--- src/rtl/ecpu_spi_master_if.sv ---
// eCPU-side command/status and SPI pin bundle for ecpu_spi_master; cs_hold exists only with ECPU_SPI_CS_HOLD_EN.
interface ecpu_spi_master_if;
  logic [15:0] din;
  logic        wr_div;
  logic        wr_tx;
  logic        rd_rx;
`ifdef ECPU_SPI_CS_HOLD_EN
  logic        cs_hold;
`endif
  logic        busy;
  logic        rx_valid;
  logic [15:0] rx_dout;
  logic        ovr;
  logic        spi_sclk;
  logic        spi_cs_n;
  logic        spi_mosi;
  logic        spi_miso;

  modport master (
    output busy, rx_valid, rx_dout, ovr, spi_sclk, spi_cs_n, spi_mosi,
`ifdef ECPU_SPI_CS_HOLD_EN
    input  cs_hold,
`endif
    input  din, wr_div, wr_tx, rd_rx, spi_miso
  );

  modport slave (
    input  busy, rx_valid, rx_dout, ovr, spi_sclk, spi_cs_n, spi_mosi,
`ifdef ECPU_SPI_CS_HOLD_EN
    output cs_hold,
`endif
    output din, wr_div, wr_tx, rd_rx, spi_miso
  );
endinterface

--- src/rtl/ecpu_spi_master.sv ---
// Mode-0 16-bit SPI master, H=div+1 half-period, transfer done at E0+33H; wr_tx while busy is dropped and flags ovr.
// ECPU_SPI_CS_HOLD_EN adds cs_hold to keep CS low between words for multi-word frames.
module ecpu_spi_master #(
  parameter int DIV_W = 8
) (
  input logic               clk,
  input logic               rst,
  ecpu_spi_master_if.master bus
);

  typedef enum logic [2:0] {
    S_IDLE,
    S_SETUP,
    S_HIGH,
    S_LOW,
    S_HOLD
  } state_t;

  state_t           r_state;
  state_t           w_state_nxt;
  logic [DIV_W-1:0] r_div;
  logic [DIV_W-1:0] r_div_act;
  logic [DIV_W-1:0] r_cnt;
  logic [3:0]       r_bit;
  logic [15:0]      r_tx;
  logic [15:0]      r_rx;
  logic [15:0]      r_rx_dout;
  logic             r_sclk;
  logic             r_cs_n;
  logic             r_mosi;
  logic             r_busy;
  logic             r_rx_valid;
  logic             r_ovr;

  logic             w_tick;
  logic             w_last;
  logic             w_load;
  logic             w_rise;
  logic             w_fall;
  logic             w_done;
  logic             w_cs_keep;
  logic [DIV_W-1:0] w_div_src;

  assign w_tick    = (r_cnt == r_div_act);
  assign w_last    = (r_bit == 4'd15);
  assign w_div_src = bus.din[DIV_W-1:0];

`ifdef ECPU_SPI_CS_HOLD_EN
  assign w_cs_keep = bus.cs_hold;
`else
  assign w_cs_keep = 1'b0;
`endif

  always_ff @(posedge clk or posedge rst) begin
    if (rst) r_state <= S_IDLE;
    else     r_state <= w_state_nxt;
  end

  always_comb begin
    w_state_nxt = r_state;
    case (r_state)
      S_IDLE:         if (bus.wr_tx) w_state_nxt = S_SETUP;
      S_SETUP, S_LOW: if (w_tick)    w_state_nxt = S_HIGH;
      S_HIGH:         if (w_tick)    w_state_nxt = w_last ? S_HOLD : S_LOW;
      S_HOLD:         if (w_tick)    w_state_nxt = S_IDLE;
      default:                       w_state_nxt = S_IDLE;
    endcase
  end

  always_comb begin
    w_load = 1'b0;
    w_rise = 1'b0;
    w_fall = 1'b0;
    w_done = 1'b0;
    case (r_state)
      S_IDLE:         w_load = bus.wr_tx;
      S_SETUP, S_LOW: w_rise = w_tick;
      S_HIGH:         w_fall = w_tick;
      S_HOLD:         w_done = w_tick;
      default:        w_load = 1'b0;
    endcase
  end

  always_ff @(posedge clk or posedge rst) begin
    if (rst) begin
      r_div      <= '0;
      r_div_act  <= '0;
      r_cnt      <= '0;
      r_bit      <= '0;
      r_tx       <= '0;
      r_rx       <= '0;
      r_rx_dout  <= '0;
      r_sclk     <= 1'b0;
      r_cs_n     <= 1'b1;
      r_mosi     <= 1'b0;
      r_busy     <= 1'b0;
      r_rx_valid <= 1'b0;
      r_ovr      <= 1'b0;
    end else begin
      if (bus.wr_div) r_div <= w_div_src;

      // A divider written on the same cycle as wr_tx applies to this transfer.
      if (w_load) begin
        r_div_act <= bus.wr_div ? w_div_src : r_div;
        r_cnt     <= '0;
        r_bit     <= '0;
        r_tx      <= bus.din;
        r_rx      <= '0;
        r_mosi    <= bus.din[15];
        r_cs_n    <= 1'b0;
        r_busy    <= 1'b1;
      end else if (r_state != S_IDLE) begin
        r_cnt <= w_tick ? '0 : r_cnt + DIV_W'(1);
      end

      if (r_state == S_IDLE && !w_load && !w_cs_keep) r_cs_n <= 1'b1;

      if (w_rise) begin
        r_sclk <= 1'b1;
        r_rx   <= {r_rx[14:0], bus.spi_miso};
      end

      if (w_fall) begin
        r_sclk <= 1'b0;
        if (!w_last) begin
          r_tx   <= {r_tx[14:0], 1'b0};
          r_mosi <= r_tx[14];
          r_bit  <= r_bit + 4'd1;
        end
      end

      if (w_done) begin
        r_cs_n     <= ~w_cs_keep;
        r_busy     <= 1'b0;
        r_mosi     <= 1'b0;
        r_rx_dout  <= r_rx;
        r_rx_valid <= 1'b1;
      end else if (bus.rd_rx) begin
        r_rx_valid <= 1'b0;
      end

      if ((bus.wr_tx && r_busy) || (w_done && r_rx_valid && !bus.rd_rx)) r_ovr <= 1'b1;
      else if (bus.rd_rx)                                                   r_ovr <= 1'b0;
    end
  end

  assign bus.busy     = r_busy;
  assign bus.rx_valid = r_rx_valid;
  assign bus.rx_dout  = r_rx_dout;
  assign bus.ovr      = r_ovr;
  assign bus.spi_sclk = r_sclk;
  assign bus.spi_cs_n = r_cs_n;
  assign bus.spi_mosi = r_mosi;

endmodule

--- src/flat_wrapper.sv ---
// flat-port wrapper written by rule: the top's interface ports become plain ports
module ecpu_spi_master_flat 
#(
  parameter int DIV_W = 8
)
  (clk, rst, bus_busy, bus_rx_valid, bus_rx_dout, bus_ovr, bus_spi_sclk, bus_spi_cs_n, bus_spi_mosi, bus_din, bus_wr_div, bus_wr_tx, bus_rd_rx, bus_spi_miso);
  ecpu_spi_master_if bus_i ();
  input logic clk;
  input logic rst;
  output wire logic [$bits(bus_i.busy)-1:0] bus_busy;
  output wire logic [$bits(bus_i.rx_valid)-1:0] bus_rx_valid;
  output wire logic [$bits(bus_i.rx_dout)-1:0] bus_rx_dout;
  output wire logic [$bits(bus_i.ovr)-1:0] bus_ovr;
  output wire logic [$bits(bus_i.spi_sclk)-1:0] bus_spi_sclk;
  output wire logic [$bits(bus_i.spi_cs_n)-1:0] bus_spi_cs_n;
  output wire logic [$bits(bus_i.spi_mosi)-1:0] bus_spi_mosi;
  input wire logic [$bits(bus_i.din)-1:0] bus_din;
  input wire logic [$bits(bus_i.wr_div)-1:0] bus_wr_div;
  input wire logic [$bits(bus_i.wr_tx)-1:0] bus_wr_tx;
  input wire logic [$bits(bus_i.rd_rx)-1:0] bus_rd_rx;
  input wire logic [$bits(bus_i.spi_miso)-1:0] bus_spi_miso;
  assign bus_busy = bus_i.busy;
  assign bus_rx_valid = bus_i.rx_valid;
  assign bus_rx_dout = bus_i.rx_dout;
  assign bus_ovr = bus_i.ovr;
  assign bus_spi_sclk = bus_i.spi_sclk;
  assign bus_spi_cs_n = bus_i.spi_cs_n;
  assign bus_spi_mosi = bus_i.spi_mosi;
  assign bus_i.din = bus_din;
  assign bus_i.wr_div = bus_wr_div;
  assign bus_i.wr_tx = bus_wr_tx;
  assign bus_i.rd_rx = bus_rd_rx;
  assign bus_i.spi_miso = bus_spi_miso;
  ecpu_spi_master #(.DIV_W(DIV_W)) u_core (.clk(clk), .rst(rst), .bus(bus_i));
endmodule
--- config.mk ---
export PLATFORM = sky130hd
export DESIGN_NAME = ecpu_spi_master_flat
export DESIGN_NICKNAME = d
export VERILOG_FILES = /design/src/rtl/ecpu_spi_master_if.sv /design/src/rtl/ecpu_spi_master.sv /design/src/flat_wrapper.sv
export SDC_FILE = /design/constraint.sdc
export NUM_CORES = 1
export LEC_CHECK = 0
export BUFFER_PORTS_ARGS = -buffer_cell sky130_fd_sc_hd__buf_4
export CORE_ASPECT_RATIO = 1.5
export CORE_UTILIZATION = 45
export CTS_CLUSTER_SIZE = 12
export DETAILED_ROUTE_END_ITERATION = 10
export HOLD_SLACK_MARGIN = 0.1
export PLACE_DENSITY = 0.65
export REMOVE_ABC_BUFFERS = 1
export SLEW_MARGIN = 20
export SYNTH_ARGS = -nofsm -noshare
export SYNTH_HDL_FRONTEND = slang
export SYNTH_SLANG_ARGS = --single-unit
--- constraint.sdc ---
create_clock -name clk -period 7.9 [get_ports clk]
set_clock_uncertainty 0.05 [all_clocks]
set_input_delay 1.58 -clock clk [delete_from_list [all_inputs] [get_ports clk]]
set_output_delay 1.58 -clock clk [all_outputs]
set_load 0.01 [all_outputs]
==> After elaboration in Yosys (flattened, before gate mapping) <==
Index checks and enable logic that the tools add are counted.
{ "word_totals": {"wordCells": 80, "reg_bits": 85, "inputBits": 22} }
{ "op_classes": {"n_mux": 36, "add_sub_neg": 2, "n_reduce_logical": 18, "n_eq_ne": 10} }
{ "op_table": {"columns": ["op", "n"], "rows": [
  ["$mux W16", 5],
  ["$mux W8", 4],
  ["$mux W1", 18],
  ["$mux W3", 5],
  ["$mux W4", 3],
  ["$pmux W3 S4", 1],
  ["$reduce_bool A2 Y1", 6],
  ["$add A8 B1 Y8 const B", 1],
  ["$eq A8 B8 Y1", 1],
  ["$eq A3 B2 Y1 const B", 2],
  ["$ne A2 B1 Y1 const B", 3],
  ["$reduce_bool A3 Y1", 2],
  ["$add A4 B1 Y4 const B", 1],
  ["$eq A4 B4 Y1 const B", 1],
  ["$logic_and A1 B1 Y1", 4],
  ["$reduce_and A4 Y1", 1],
  ["$eq A3 B1 Y1 const B", 1],
  ["$eq A3 B3 Y1 const B", 1],
  ["$logic_not A3 Y1", 1],
  ["$logic_not A1 Y1", 2],
  ["$ne A2 B2 Y1 const B", 1],
  ["$reduce_or A2 Y1", 1],
  ["$logic_or A1 B1 Y1", 1]
]} }

==> Longest topological paths before layout <==
Gate-level depths: netlist of run 1.
{ "logic_depth": {"ltp_word": 6, "ltp_mapped": 7, "ltp_nobuf": 5} }

==> Worst setup path before layout of run 1 <==
OpenSTA, ideal clock, no wires.
{ "synth_path": {"path_type": "input port to flip-flop", "start": "input bus_wr_tx", "end": "register u_core.r_div_act[0]", "required_time_ns": 7.725, "cell_stages": 3, "setup_slack_ns": 5.221, "arrival_time_ns": 2.505, "n_path_buf": 1, "cell_sequence": "nand2_1 -> clkbuf_1 -> mux2_2"} }
{ "synth_via": {"elab_chain_len": 1} }
{ "synth_rtl": {"columns": ["item", "line_no", "source"], "rows": [
  ["start, declared", "flat_wrapper.sv:19", "input wire logic [$bits(bus_i.wr_tx)-1:0] bus_wr_tx;"],
  ["$mux W1", "ecpu_spi_master.sv:75", "case (r_state)"],
  ["end signal, assigned", "ecpu_spi_master.sv:104", "r_div_act <= bus.wr_div ? w_div_src : r_div;"],
  ["end, declared", "ecpu_spi_master.sv:22", "logic [DIV_W-1:0] r_div_act;"]
]} }
Every way passes these cells.
A chain may end at the register's enable or synchronous reset.

==> Worst setup path after layout of run 1 <==
{ "layout_path": {"start": "input bus_wr_tx", "end": "register u_core.r_bit[0]"} }
{ "layout_via": {"elab_chain_len": 4} }
{ "layout_rtl": {"columns": ["item", "line_no", "source"], "rows": [
  ["$mux W1 (*)", "ecpu_spi_master.sv:75", null],
  ["$mux W4 (*)", "ecpu_spi_master.sv:103", "if (w_load) begin"],
  ["$mux W4", "ecpu_spi_master.sv:125", "if (!w_last) begin"],
  ["$mux W4 (*)", "ecpu_spi_master.sv:123", "if (w_fall) begin"],
  ["end signal, assigned", "ecpu_spi_master.sv:128", "r_bit <= r_bit + 4'd1;"],
  ["end, declared", "ecpu_spi_master.sv:24", "logic [3:0] r_bit;"]
]} }
Every way passes the cells marked *; elsewhere a longest branch is shown, timed or not.

==> impl_metrics.env, run 1 <==
export IMPL_totalWireLength_mm=6.58
export IMPL_dp_slack_ns=4.65
export IMPL_dr_pass1_iters=4
export IMPL_arrival_ns=3.06
export IMPL_fp_dieW_um=75.1
export IMPL_synth_area_um2=3600
export IMPL_yosysSeqAreaShare=0.584
export IMPL_htreeDepth=3
export IMPL_numCtsBuffers=9
export IMPL_worstMarginPinSlew_ns=1.07
export IMPL_slowest_stage="nand2_2"
export IMPL_finalSetupViolations=0
export IMPL_synth_seq_cells=84
export IMPL_synth_cell_types=37
export IMPL_holdWs_ns=0.427
export IMPL_drcViolationCount=0
export IMPL_gp_congestion=0.801
export IMPL_p_leak_nw=2.06
export IMPL_antenna_found_initial=0
export IMPL_io_pins=44
export IMPL_end_kind="register"
export IMPL_netlist_top_cells_area="dfrtp_1 (58%), o21ai_0 (5.8%), mux2_2 (5.6%)"
export IMPL_yosys_most_used_dff="dfrtp_1"
export IMPL_initial_core_util=0.470
export IMPL_r2r_setup_slack_ns=5.27
export IMPL_final_cell_mix="dfrtp_1 (83), buf_4 (44), o21ai_0 (42)"
export IMPL_min_period_ns=2.90
export IMPL_grt_overflow=0
export IMPL_p_total_mw=1.37
export IMPL_cts_sinks=84
export IMPL_synth_edf_count=0
export IMPL_min_path_type="reg2reg"
export IMPL_area_delta_synth_final_pct=20.4
export IMPL_grt_util_all_layers=0.173
export IMPL_n_antenna_cell=0
export IMPL_peakVddDrop_v=0.000162
export IMPL_max_freq_mhz=345
export IMPL_drive_gt1_frac=0.225
export IMPL_grt_pass1_wl_mm=11.0
export IMPL_fin_util=0.566
export IMPL_worstSkewPairLatency_ns=0.33
export IMPL_syn_area_per_cell_um2=10.6
export IMPL_die_h_um=112
export IMPL_tritoncts="built"
export IMPL_final_common_cell="dfrtp_1"
export IMPL_outcome="finished clean"
export IMPL_grt_max_degree=85
export IMPL_netlist_instances=340
export IMPL_cap_violations=0
export IMPL_slew_headroom=0.284
export IMPL_grt_pass1_vias=2406
export IMPL_dieArea_um2=8370
export IMPL_critPathMaxStageDelay_ns=0.58
export IMPL_start_kind="input pin"
export IMPL_via_per_inst=5.19
export IMPL_fin_tns_setup_ns=0
export IMPL_path_clk_slew_ns=0.06
export IMPL_power_density_nw_per_um2=315
export IMPL_cts_root_buffer="clkbuf_16"
export IMPL_async_flop_share=1.00
export IMPL_first_iter_violations=120
export IMPL_fin_nets=405
export IMPL_hold_viol=0
export IMPL_timing_final_crit_share=0.367
export IMPL_holdBufCountCts=0
export IMPL_maxSlewViolCount=0
export IMPL_post_cts_repair_setup_buffers=0
export IMPL_synth_top_area_share=0.577
export IMPL_critical_path_cell_chain="buf_4 > nand2_2 > a32o_1 > mux2_2"
export IMPL_synth_warnings=0
export IMPL_grt_setup_unrepaired="no"
export IMPL_io_buffers=43
export IMPL_ant_nets=0
export IMPL_worstPathRequired_ns=8.06
export IMPL_design_core_area_um2=7660
export IMPL_crit_type="in2reg"
export IMPL_avgRoutedWirePerCell_um=13.5
export IMPL_synth_top_area_cell="dfrtp_1"
export IMPL_crit_fanout=44
export IMPL_dp_hpwl_mm=4.49
export IMPL_cts_resized=0
export IMPL_rows=39
export IMPL_clk_path_buf_depth=2
export IMPL_vias=2534
export IMPL_fin_ws_ns=5.00
==> state kept, by name (all words and copies together) (netlist names) <==
| name | flops |
|---|---|
| u_core.r_bit | 4 |
| u_core.r_rx | 16 |
| u_core.r_div_act | 8 |
| u_core.r_state | 3 |
| u_core.r_cnt | 8 |
| u_core.bus.spi_sclk | 1 |
| u_core.r_div | 8 |
| u_core.bus.spi_mosi | 1 |
| u_core.bus.rx_dout | 16 |
| u_core.bus.ovr | 1 |
| u_core.bus.rx_valid | 1 |
| u_core.r_tx | 15 |
| u_core.bus.busy | 1 |
| u_core.bus.spi_cs_n | 1 |
==> worst max-delay path, delay by kind of cell <==
| family | cells | cell delay, ns |
|---|---|---|
| buf+inv | 1 | 0.12 |
| simple gates | 1 | 0.58 |
| mux | 1 | 0.27 |
| compound gates | 1 | 0.50 |
==> layer usage <==
layer | vias to the layer above | part of all wire | routed length, um | global-route usage
li1 | 1253 | - | - | -
met1 | 1226 | 0.44 | 2880 | 0.207
met2 | 46 | 0.52 | 3420 | 0.302
met3 | 9 | 0.025 | 164 | 0.0326
met4 | 0 | 0.016 | 108 | 0.0642
met5 | - | 0 | 0 | 0
==> layout make-up <==
type,count,area (um^2)
multi-input combinational,219,1360
clock inverter,7,75.1
inverter,20,76.3
timing repair buffer,47,368
sequential,84,2100
tap,102,128
fill,673,3320
clock buffer,9,225
==> synth_stat cells (2+ instances only) <==
| library cell | number |
|---|---|
| mux2i_1 | 14 |
| nand4_1 | 2 |
| xor2_1 | 10 |
| nand3_1 | 24 |
| o21ai_0 | 42 |
| a22o_1 | 2 |
| nor3b_1 | 2 |
| ha_1 | 2 |
| a31oi_1 | 3 |
| and3_1 | 2 |
| mux2_2 | 18 |
| nor2_1 | 18 |
| inv_1 | 20 |
| nand2_1 | 33 |
| a21oi_1 | 23 |
| dfrtp_1 | 83 |
| nand2b_1 | 4 |
| clkbuf_1 | 16 |
| a21o_1 | 2 |
| nor4_2 | 2 |
| nand4b_1 | 2 |
==> where the power goes <==
group          internal [mW]  switching, mW
clock                  0.246          0.167
sequential             0.561          0.101
combinational          0.144          0.148
total                  0.951          0.416
==> logic make-up (layout without fill, tap and decap cells) <==
kind of cell | after synthesis | count (layout) | share of synthesized area
buffers and inverters | 37 | 83 | 0.0389
muxes | 32 | 32 | 0.0952
AOI/OAI and AO/OA | 78 | 78 | 0.119
DFF | 84 | 84 | 0.584
xor gates and xnor gates | 11 | 11 | 0.0267
and+or+nand+nor | 96 | 96 | 0.130
adders and majority gates | 2 | 2 | 0.00695
==> per-stage QoR <==
stage / instance area [um^2] / cells
3_3_place_gp: 4010 / 470
4_1_cts: 4310 / 486
6_report: 4340 / 488
5_1_grt: 4340 / 488
3_5_place_dp: 4010 / 470
2_1_floorplan: 3540 / 323
==> worst paths after layout <==
| path | from | to | depth (start not counted) |
|---|---|---|---|
| worst max-delay path | bus_wr_tx | u_core.r_bit[0]$_DFF_PP0_ | 4 |
| worst min-delay path | u_core.bus.rx_dout[14]$_DFFE_PP0N_ | u_core.bus.rx_dout[14]$_DFFE_PP0N_ | 2 |
| worst max register to register | u_core.r_state[0]$_DFFE_PP0P_ | u_core.r_bit[0]$_DFF_PP0_ | 4 |
| worst min register to register | u_core.bus.rx_dout[14]$_DFFE_PP0N_ | u_core.bus.rx_dout[14]$_DFFE_PP0N_ | 2 |
| max in group asynchronous | rst | u_core.r_cnt[7]$_DFFE_PP0N_ | 3 |
| min in group asynchronous | rst | u_core.bus.rx_dout[3]$_DFFE_PP0N_ | 3 |
Power figures use the tool's default switching activity.
==> run 2: changes to the inputs <==
Settings changed: PLACE_DENSITY 0.65 to 0.68.
Clock period 7.9 ns to 2.6 ns, I/O delays scaled along.
==> run 2 against run 1 <==
Effect of this change: design area about the same; final cell count increased by 0.61%; power grew to 3.0 times the previous value; largest power group unchanged; clock-buffer cell count unchanged; setup slack lost 4.6 ns.
==> impl_metrics.env, run 2 (synthesized netlist as in run 1, its figures left out) <==
export IMPL_r2r_setup_slack_ns=0.40
export IMPL_end_kind="register"
export IMPL_vias=2565
export IMPL_intPower_mw=2.80
export IMPL_initial_core_util=0.470
export IMPL_cts_root_buffer="clkbuf_16"
export IMPL_maxSlewViolCount=0
export IMPL_max_freq_mhz=455
export IMPL_holdWs_ns=0.256
export IMPL_htreeDepth=3
export IMPL_fin_util=0.566
export IMPL_io_buffers=43
export IMPL_fin_tns_setup_ns=0
export IMPL_crit_fanout=7
export IMPL_avgRoutedWirePerCell_um=13.9
export IMPL_cts_resized=0
export IMPL_min_path_type="in2async"
export IMPL_rr_startpoint="u_core.r_cnt[1]$_DFFE_PP0N_"
export IMPL_holdBufCountCts=0
export IMPL_fp_dieW_um=75.1
export IMPL_worstPathRequired_ns=2.81
export IMPL_path_clk_slew_ns=0.06
export IMPL_critPathMaxStageDelay_ns=0.57
export IMPL_timing_final_crit_share=0.845
export IMPL_slew_headroom=0.592
export IMPL_peakVddDrop_v=0.000488
export IMPL_drive_gt1_frac=0.231
export IMPL_rr_worst_depth=5
export IMPL_p_sw_frac=0.314
export IMPL_p_leak_nw=2.07
export IMPL_totalWireLength_mm=6.82
export IMPL_tritoncts="built"
export IMPL_clk_path_buf_depth=2
export IMPL_drcViolationCount=0
export IMPL_pwr_share_comb=0.223
export IMPL_final_common_cell="dfrtp_1"
export IMPL_p_sw_mw=1.28
export IMPL_area_delta_synth_final_pct=20.3
export IMPL_finalSetupViolations=0
export IMPL_antenna_found_initial=0
export IMPL_start_kind="register"
export IMPL_hold_viol=0
export IMPL_die_h_um=112
export IMPL_final_cell_mix="dfrtp_1 (83), buf_4 (49), o21ai_0 (42)"
export IMPL_first_iter_violations=131
export IMPL_grt_pass1_vias=2516
export IMPL_grt_max_degree=43
export IMPL_ant_nets=0
export IMPL_critical_path_cell_chain="xor2_1 > nor4_2 > nand2_2 > or4b_1 > a21oi_1"
export IMPL_reg2reg_to="u_core.r_state[2]$_DFFE_PP0P_"
export IMPL_worstSkewPairLatency_ns=0.33
export IMPL_gp_congestion=0.881
export IMPL_crit_type="reg2reg"
export IMPL_grt_overflow=0
export IMPL_post_cts_repair_setup_buffers=0
export IMPL_cts_sinks=84
export IMPL_via_per_inst=5.22
export IMPL_numCtsBuffers=9
export IMPL_rows=39
export IMPL_finalNonFillerCells=491
export IMPL_fin_nets=408
export IMPL_grt_pass1_wl_mm=11.7
export IMPL_design_core_area_um2=7660
export IMPL_dr_pass1_iters=5
export IMPL_cap_violations=0
export IMPL_min_period_ns=2.20
export IMPL_worstMarginPinSlew_ns=0.608
export IMPL_grt_setup_unrepaired="no"
export IMPL_slowest_stage="nor4_2"
export IMPL_io_pins=44
export IMPL_power_density_nw_per_um2=942
export IMPL_dieArea_um2=8370
export IMPL_pwr_share_seq=0.489
export IMPL_grt_util_all_layers=0.185
export IMPL_power_frac_clock=0.288
export IMPL_dp_hpwl_mm=4.78
export IMPL_arrival_ns=2.41
export IMPL_outcome="finished clean"
export IMPL_n_antenna_cell=0
export IMPL_dp_cells=475
==> run 2: power by group through the flow <==
stage,Clock (mW),Combinational [mW],Sequential (mW)
2_1_floorplan,0,0.692,1.95
3_3_place_gp,0,0.886,2.00
3_5_place_dp,0,0.927,2.02
4_1_cts,1.20,0.929,2.00
5_1_grt,1.26,1.05,2.05
6_report,1.17,0.912,2.00
==> run 2: per-layer routing <==
| layer | GRT usage | part of all wire | up-vias |
|---|---|---|---|
| li1 | - | - | 1258 |
| met1 | 0.226 | 0.43 | 1242 |
| met2 | 0.308 | 0.52 | 52 |
| met3 | 0.0299 | 0.027 | 13 |
| met4 | 0.0931 | 0.025 | 0 |
| met5 | 0 | 0 | - |
==> run 2: how the worst max path moves through the flow <==
stage	from	end	depth (start not counted)
floorplan	rst	u_core.bus.busy$_DFFE_PP0P_	1
global placement	u_core.r_cnt[1]$_DFFE_PP0N_	u_core.r_state[2]$_DFFE_PP0P_	5
detailed placement	u_core.r_cnt[1]$_DFFE_PP0N_	u_core.r_state[2]$_DFFE_PP0P_	5
CTS	u_core.r_cnt[1]$_DFFE_PP0N_	u_core.r_state[2]$_DFFE_PP0P_	5
global route	u_core.r_cnt[5]$_DFFE_PP0N_	u_core.r_state[2]$_DFFE_PP0P_	5
finish	u_core.r_cnt[1]$_DFFE_PP0N_	u_core.r_state[2]$_DFFE_PP0P_	5
==> run 2: area by class of cell <==
class | count | area (um^2)
flip-flops and latches | 84 | 2100
clock inverters | 7 | 51.3
well taps | 102 | 128
fillers | 687 | 3330
multi-input cells | 219 | 1360
clock buffers | 9 | 225
repair buffers | 50 | 388
inverters | 20 | 76.3
==> run 2: worst max-delay path: cells and delay by family, from the launching register on <==
kind	cells	cell delay, ns
AO/OA/AOI/OAI	1	0.15
XOR/XNOR	1	0.19
flip-flops	1	0.44
AND/OR/NAND/NOR	3	1.29
==> run 2: metrics by stage <==
step                      setup slack (ns)  instance area, um^2  power (mW)
after CTS                            0.392                 4330        4.13
after detailed placement             0.410                 4060        2.94
after global routing                 0.200                 4330        4.37
after global placement               0.530                 4060        2.88
after floorplan                     -0.133                 3540        2.64
final                                0.403                 4330        4.08
